===== src/rtl/sipo_pkg.sv =====
// Shared types and constants for the serial-in/parallel-out receive path.
package sipo_pkg;

  localparam int WIDTH_DEFAULT = 4;

  typedef enum logic {
    IDLE  = 1'b0,
    SHIFT = 1'b1
  } state_e;

  // Bit counter width for a frame of `width` bits (at least 1 bit wide).
  function automatic int cnt_w(input int width);
    return (width > 1) ? $clog2(width) : 1;
  endfunction

endpackage


===== src/rtl/sipo_rx_ctrl_if.sv =====
// Parallel-word valid/ready channel from the frame controller to its consumer.
interface sipo_rx_ctrl_if #(
  parameter int WIDTH = sipo_pkg::WIDTH_DEFAULT
);
  logic [WIDTH-1:0] out_data;
  logic [WIDTH-1:0] out_data_n;
  logic             out_valid;
  logic             out_ready;

  modport master (
    output out_data,
    output out_data_n,
    output out_valid,
    input  out_ready
  );

  modport slave (
    input  out_data,
    input  out_data_n,
    input  out_valid,
    output out_ready
  );
endinterface


===== src/rtl/sipo_shreg.sv =====
// MSB-in shift register; `shifted` previews the word including this cycle's bit.
module sipo_shreg #(
  parameter int WIDTH = sipo_pkg::WIDTH_DEFAULT
) (
  input  logic             clk,
  input  logic             rst,
  input  logic             shift_en,
  input  logic             d,
  output logic [WIDTH-1:0] shifted
);

  logic [WIDTH-1:0] q;

  assign shifted = {d, q[WIDTH-1:1]};

  // NOTE: sequential state is assigned with <= so every flop samples pre-edge values.
  always_ff @(posedge clk or negedge rst) begin
    if (!rst) begin
      q <= '0;
    end else if (shift_en) begin
      q <= shifted;
    end
  end

endmodule


===== src/rtl/sipo_rx_ctrl.sv =====
// Frame controller: qualifies serial bits, frames them into WIDTH-bit words
// and hands each word downstream over valid/ready with overrun/abort flags.
module sipo_rx_ctrl
  import sipo_pkg::*;
#(
  parameter int WIDTH = WIDTH_DEFAULT
) (
  input  logic          clk,
  input  logic          rst,
  input  logic          d,
  input  logic          bit_valid,
  input  logic          start,
  input  logic          clr_err,
  output logic          busy,
  output logic          overrun,
  output logic          frame_err,
  sipo_rx_ctrl_if.master rx
);

  localparam int CNT_W = cnt_w(WIDTH);
  localparam logic [CNT_W-1:0] CNT_LAST = CNT_W'(WIDTH - 1);

  state_e           state, state_next;
  logic [CNT_W-1:0] cnt, cnt_next;
  logic             shift_en;
  logic             complete;
  logic             restart;
  logic [WIDTH-1:0] shifted;
  logic [WIDTH-1:0] data_q;
  logic             valid_q;
  logic             load;
  logic             drop;

  sipo_shreg #(.WIDTH(WIDTH)) u_shreg (
    .clk      (clk),
    .rst      (rst),
    .shift_en (shift_en),
    .d        (d),
    .shifted  (shifted)
  );

  always_ff @(posedge clk or negedge rst) begin
    if (!rst) begin
      state <= IDLE;
      cnt   <= '0;
    end else begin
      state <= state_next;
      cnt   <= cnt_next;
    end
  end

  // NOTE: every always_comb output gets a default first so no path infers a latch.
  always_comb begin
    state_next = state;
    cnt_next   = cnt;
    shift_en   = 1'b0;
    complete   = 1'b0;
    restart    = 1'b0;
    unique case (state)
      IDLE: begin
        if (bit_valid && start) begin
          shift_en   = 1'b1;
          cnt_next   = CNT_W'(1);
          state_next = SHIFT;
        end
      end
      SHIFT: begin
        if (bit_valid) begin
          shift_en = 1'b1;
          if (start) begin
            // A start always wins, even on the bit that would have completed the frame.
            restart  = 1'b1;
            cnt_next = CNT_W'(1);
          end else if (cnt == CNT_LAST) begin
            complete   = 1'b1;
            cnt_next   = '0;
            state_next = IDLE;
          end else begin
            cnt_next = cnt + CNT_W'(1);
          end
        end
      end
      default: state_next = IDLE;
    endcase
  end

  assign load = complete && (!valid_q || rx.out_ready);
  assign drop = complete && valid_q && !rx.out_ready;

  always_ff @(posedge clk or negedge rst) begin
    if (!rst) begin
      data_q    <= '0;
      valid_q   <= 1'b0;
      overrun   <= 1'b0;
      frame_err <= 1'b0;
    end else begin
      if (load) begin
        data_q  <= shifted;
        valid_q <= 1'b1;
      end else if (valid_q && rx.out_ready) begin
        valid_q <= 1'b0;
      end
      // New error events take priority over a same-cycle clear.
      overrun   <= drop    || (overrun   && !clr_err);
      frame_err <= restart || (frame_err && !clr_err);
    end
  end

  assign busy          = (state == SHIFT);
  assign rx.out_data   = data_q;
  assign rx.out_data_n = ~data_q;
  assign rx.out_valid  = valid_q;

endmodule

===== src/flat_wrapper.sv =====
// flat-port wrapper written by rule: the top's interface ports become plain ports
module sipo_rx_ctrl_flat import sipo_pkg::*;
#(
  parameter int WIDTH = WIDTH_DEFAULT
)
  (clk, rst, d, bit_valid, start, clr_err, busy, overrun, frame_err, rx_out_data, rx_out_data_n, rx_out_valid, rx_out_ready);
  sipo_rx_ctrl_if #(.WIDTH(WIDTH)) rx_i ();
  input  logic clk;
  input  logic rst;
  input  logic d;
  input  logic bit_valid;
  input  logic start;
  input  logic clr_err;
  output logic busy;
  output logic overrun;
  output logic frame_err;
  output wire logic [$bits(rx_i.out_data)-1:0] rx_out_data;
  output wire logic [$bits(rx_i.out_data_n)-1:0] rx_out_data_n;
  output wire logic [$bits(rx_i.out_valid)-1:0] rx_out_valid;
  input wire logic [$bits(rx_i.out_ready)-1:0] rx_out_ready;
  assign rx_out_data = rx_i.out_data;
  assign rx_out_data_n = rx_i.out_data_n;
  assign rx_out_valid = rx_i.out_valid;
  assign rx_i.out_ready = rx_out_ready;
  sipo_rx_ctrl #(.WIDTH(WIDTH)) u_core (.clk(clk), .rst(rst), .d(d), .bit_valid(bit_valid), .start(start), .clr_err(clr_err), .busy(busy), .overrun(overrun), .frame_err(frame_err), .rx(rx_i));
endmodule

===== config.mk =====
export PLATFORM = sky130hd
export DESIGN_NAME = sipo_rx_ctrl_flat
export DESIGN_NICKNAME = d
export VERILOG_FILES = /design/src/rtl/sipo_pkg.sv /design/src/rtl/sipo_rx_ctrl_if.sv /design/src/rtl/sipo_shreg.sv /design/src/rtl/sipo_rx_ctrl.sv /design/src/flat_wrapper.sv
export SDC_FILE = /design/constraint.sdc
export NUM_CORES = 1
export LEC_CHECK = 0
export CAP_MARGIN = 30
export CELL_PAD_IN_SITES_DETAIL_PLACEMENT = 2
export CELL_PAD_IN_SITES_GLOBAL_PLACEMENT = 2
export CORE_ASPECT_RATIO = 1.4
export CORE_MARGIN = 8
export CORE_UTILIZATION = 25
export CTS_BUF_LIST = sky130_fd_sc_hd__clkbuf_16
export DETAILED_ROUTE_END_ITERATION = 12
export PLACE_DENSITY = 0.79
export SYNTH_ARGS = -nofsm -noshare
export SYNTH_HDL_FRONTEND = slang
export SYNTH_SLANG_ARGS = --single-unit

===== constraint.sdc =====
create_clock -name clk -period 2.41 [get_ports clk]
set_input_delay 0.3615 -clock clk [delete_from_list [all_inputs] [get_ports clk]]
set_output_delay 0.3615 -clock clk [all_outputs]
set_load 0.005 [all_outputs]

After elaboration in Yosys (flattened, before gate mapping):

Cells that the tools add are included.

* register bits after elaboration: 14
* bits in latches: 0
* RAM bits: 0
* memory bits (read-only): 0
* bits of input ports: 7
* output and inout bits: 12
* memories kept: 0

* add/sub/neg operators: 1
* $mul: 0
* div/mod/pow operators: 0
* order comparisons: 0
* eq/ne operators: 3
* shifts and indexed selects: 0
* multiplexer cells: 21
* bitwise logic cells: 2
* reductions and logical operators: 15

Operator list (count)
* $mux 1: 14
* $mux 2: 4
* $logic_and 1x1->1: 7
* $not 4->4: 1
* $pmux 1 s2: 2
* $pmux 2 s2: 1
* $logic_not 1->1: 3
* $logic_or 1x1->1: 3
* $add 2x1->2 const B: 1
* $eq 2x2->1 const B: 1
* $ne 2x1->1 const B: 1
* $ne 2x2->1 const B: 1
* $reduce_and 2->1: 1
* $reduce_bool 2->1: 1
* $not 1->1: 1

Depth between registers and ports, before layout:

* depth in word-level cells: 8
* mapped depth: 4

Modules after synthesis:

Synthesis repeated with hierarchy kept, for this count alone.

* cells, all modules: 49
* area total of the unflattened synthesis: 591.8 um^2

By module, submodules not included
* sipo_rx_ctrl: times used 1, cells an instance 42, area each 475.5 um^2
* sipo_shreg: times used 1, cells an instance 7, area each 116.4 um^2

Worst setup path before layout:

OpenSTA, ideal clock, no wires.

* path type: register to register
* start point: reg u_core.cnt[0]
* end point: reg u_core.data_q[3], in the netlist u_core.rx.out_data[3]
* setup time: 125 ps
* arrival: 1181 ps
* setup slack: 1104 ps
* stages on the path, launching flop included: 5
* period minus slack after synthesis: 1306 ps
* cells stage by stage: dfrtp_1 -> ha_1 -> nand4b_4 -> nor2b_4 -> mux2_2

* cells in the longest elaborated chain, start to end: 6

RTL lines
* start, declared: line sipo_rx_ctrl.sv:24 `logic [CNT_W-1:0] cnt, cnt_next;`
* start signal, assigned: line sipo_rx_ctrl.sv:48 `cnt <= cnt_next;`
* $eq 2x2->1: line sipo_rx_ctrl.sv:74 `end else if (cnt == CNT_LAST) begin`
* $mux 1: line sipo_rx_ctrl.sv:74
* $mux 1: line sipo_rx_ctrl.sv:70 `if (start) begin`
* $mux 1: line sipo_rx_ctrl.sv:68 `if (bit_valid) begin`
* $mux 1: line sipo_rx_ctrl.sv:59 `unique case (state)`
* $logic_and 1x1->1: line sipo_rx_ctrl.sv:87 `assign load = complete && (!valid_q || rx.out_ready);`
* end signal, assigned: line sipo_rx_ctrl.sv:98 `data_q <= shifted;`
* end, declared: line sipo_rx_ctrl.sv:29 `logic [WIDTH-1:0] data_q;`

Every way passes these cells.
A chain may end at the register's enable or synchronous reset.

Worst setup path in the final report:

* start point: reg u_core.state, in the netlist u_core.busy
* end point: out busy

RTL lines
* start, declared: line sipo_rx_ctrl.sv:23 `state_e state, state_next;`
* start signal, assigned: line sipo_rx_ctrl.sv:47 `state <= state_next;`
* end, declared: line flat_wrapper.sv:14 `output logic busy;`

No word-level cell between the ends.

==> impl_results.md <==
* Status: complete, no violations
* Site Rows at 20
* Critical path buffer and inverter count at 1
* Number of buffers inserted by hold repair at cts at 0
* Mux contribution to synthesized area at 13.8%
* Avg Vias per Cell at 4.78
* Critical path's slowest cell: clkdlybuf4s50_1
* Final setup violation count at 0
* CP max stage delay at 0.58 ns
* Fmax achieved at roughly 0.58 GHz
* Post-synth EDFFs at 0
* Final wirelength at 1350 um
* CTS tree: built
* Root Driver: clkbuf_16
* Core area at 0.00218 mm2
* Total GRT Usage at under 10%
* Synth Area in Compound Gates at 7.86%
* Layout area overhead at 49.1%
* Power Density at approximately 1200 mW/mm2
* Initial antenna violation count at 0
* Hpwl dp at 1040 um
* M1 GR Usage at 7.11%
* WHS at 0.499 ns
* Final Hold Fails at 0
* CTS HTree Levels at 1
* Arr. time, crit path at 1.36 ns
* Worst Hold Class: input pin to asynchronous set/reset pin
* Adder-Cell Fraction of Synth Area at 2.18%
* Asr flop ratio synth at 100%
* Area contributors post-synth: dfrtp_1, mux2_2, inv_1
* Cell family with most CP delay: buffers and inverters
* Global-route wire length before repair at approximately 2300 um
* Max_slew headroom at 60.8%
* Initial core utilization at 26.3%
* Pins Over Slew Limit at 0
* Final clock skew at roughly 0.0025 ns
* DRT iter0 DRCs at 2
* Critical path type: register to output pin
* Die Footprint at between 0.004 and 0.005 mm2
* Clock Sinks at 13
* Post-synthesis simple-gate area fraction at 14.0%
* Post-CTS Resized at 0
* Fraction of layout cells with a size suffix above 1 at 19.1%
* CTS Buf Count at 3
* Post-route ant nets at 0
* DRC violations left at 0
* VDD IR-drop max at 0.466 mV
* Setup_tns at 0 ns
* Clk pin slew, worst setup/hold paths at 0.04 ns
* Worst slew pin tran at 0.586 ns
* Postcts setup bufs at 0
* Routed len/inst at around 15 um
* Chip Width at about 56 um
* Post-synth top area share at 56.8%
* RSZ-0062 raised after global routing: false
* P_leak at 0.000387 uW
* Largest net degree at the start of global routing at 14
* Vias in the first global route at 504
* Largest family of logic cells by synthesized area: simple AND/OR/NAND/NOR gates
* Gpl congestion at 0.717
* Drt first pass iters at 2
* Synth Area in XOR/XNOR at 0%
* Max clock buf depth at 2
* Synthesized flop and latch total at 13
* Primary FF master, synth: dfrtp_1
* Crit-path cells: clkdlybuf4s50_1
* Layout net count at 77
* Grt ovf at 0
* GRT met3 Usage at between 3 and 4%
* Final period util at between 70 and 80%
* Ports at 19
* Port buffer count at 18
* Post-Synthesis Cells at 47
* Yosys cell types at 15
* CP Data Required Time at 2.05 ns
* Worst setup SP type: register
* Routed vias at 430
* Yosys top cell by area: dfrtp_1
* Met2 Use GR at 11.1%
* Register area share after synthesis at 56.8%
* Yosys warnings at 0
* Die height at 72.7 um
* N_diodes at 0
* Worst Path Max Fanout at 9
* Min Tclk post-route at 1.72 ns
* Total nets after synthesis at 55
* Clk Latency, worst-skew pair at 0.24 ns
* Cell area after synthesis at 573 um2
* Setup crit end kind: output pin
* Busiest grt layer: met2
* Avg Synthesized Cell Area at 12.2 um2
* Max Cap Viol at 0
-- sequential cells by signal, indices dropped and copies added (netlist names) --
register / count
u_core.busy: 1
u_core.cnt: 2
u_core.frame_err: 1
u_core.overrun: 1
u_core.rx.out_data: 4
u_core.rx.out_valid: 1
u_core.u_shreg.q: 3
-- Yosys cell counts, types with 2 or more instances --
| cell | n |
|---|---|
| inv_1 | 7 |
| nand3_1 | 2 |
| o21ai_0 | 3 |
| nand2_1 | 5 |
| dfrtp_1 | 13 |
| o22ai_1 | 2 |
| mux2_2 | 7 |
-- cell usage in the layout (no fill, tap or decap), types with 2 or more instances in the layout --
cell and count:
clkbuf_16 3, mux2_2 7, o21ai_0 3, nand2_1 5, dfrtp_1 13, clkdlybuf4s50_1 18
nand3_1 2, o22ai_1 2, inv_1 8
-- cell type report --
class	instances	area (um2)
fillers	236	1320
flip-flops and latches	13	325
multi-input cells	26	216
repair buffers	18	180
clock buffers	3	75.1
well taps	22	27.5
inverters	7	26.3
clock inverters	1	3.75
-- stage by stage --
| stage | utilization (%) | power [uW] | area [um2] | instances | setup slack (ns) |
|---|---|---|---|---|---|
| floorplan | - | 502 | 573 | 47 | 1.10 |
| global route | 39.3 | 1080 | 855 | 90 | 0.647 |
| CTS | 39.3 | 1040 | 855 | 90 | 0.686 |
| detailed placement | 35.6 | 724 | 776 | 86 | 0.535 |
| global placement | 35.6 | 704 | 776 | 86 | 0.582 |
| finish | 39.3 | 1020 | 855 | 90 | 0.689 |
-- layer usage --
metal | share of wire [%] | wire length, um
met1 | 39 | 524
met5 | 0 | 0
met2 | 52 | 704
met3 | 7.1 | 96
met4 | 2.1 | 28
-- cell families (layout without fill, tap and decap cells) --
group	count (synthesis)	count (layout)
adder cells (fa/ha/maj)	1	1
buffers and inverters	8	29
flip-flops	13	13
multiplexers	7	7
AO/OA/AOI/OAI	7	7
AND/OR/NAND/NOR	11	11
-- power breakdown --
| part | internal, uW | switching [uW] |
|---|---|---|
| clock | 218 | 85.0 |
| sequential | 298 | 72.8 |
| combinational | 228 | 117 |
| total | 744 | 274 |
-- worst register-to-register path, cell delays in order (launching register included) --
cell,delay (ns)
dfrtp_1,0.37
ha_1,0.26
nand4b_4,0.14
nor2b_4,0.18
mux2_2,0.36
-- path summary, 6_finish.rpt --
path	to	slack, ns	startpoint	cells past startpoint
max	busy	0.69	u_core.busy	1
min	u_core.cnt[1]	0.50	rst	1
max reg2reg	u_core.rx.out_data[1]	0.98	u_core.cnt[0]	4
min reg2reg	u_core.frame_err	0.52	u_core.frame_err	2
max in group asynchronous	u_core.rx.out_data[0]	1.53	rst	1
min in group clk	u_core.frame_err	0.52	u_core.frame_err	2
No activity file was read; power rests on OpenSTA's default activity.
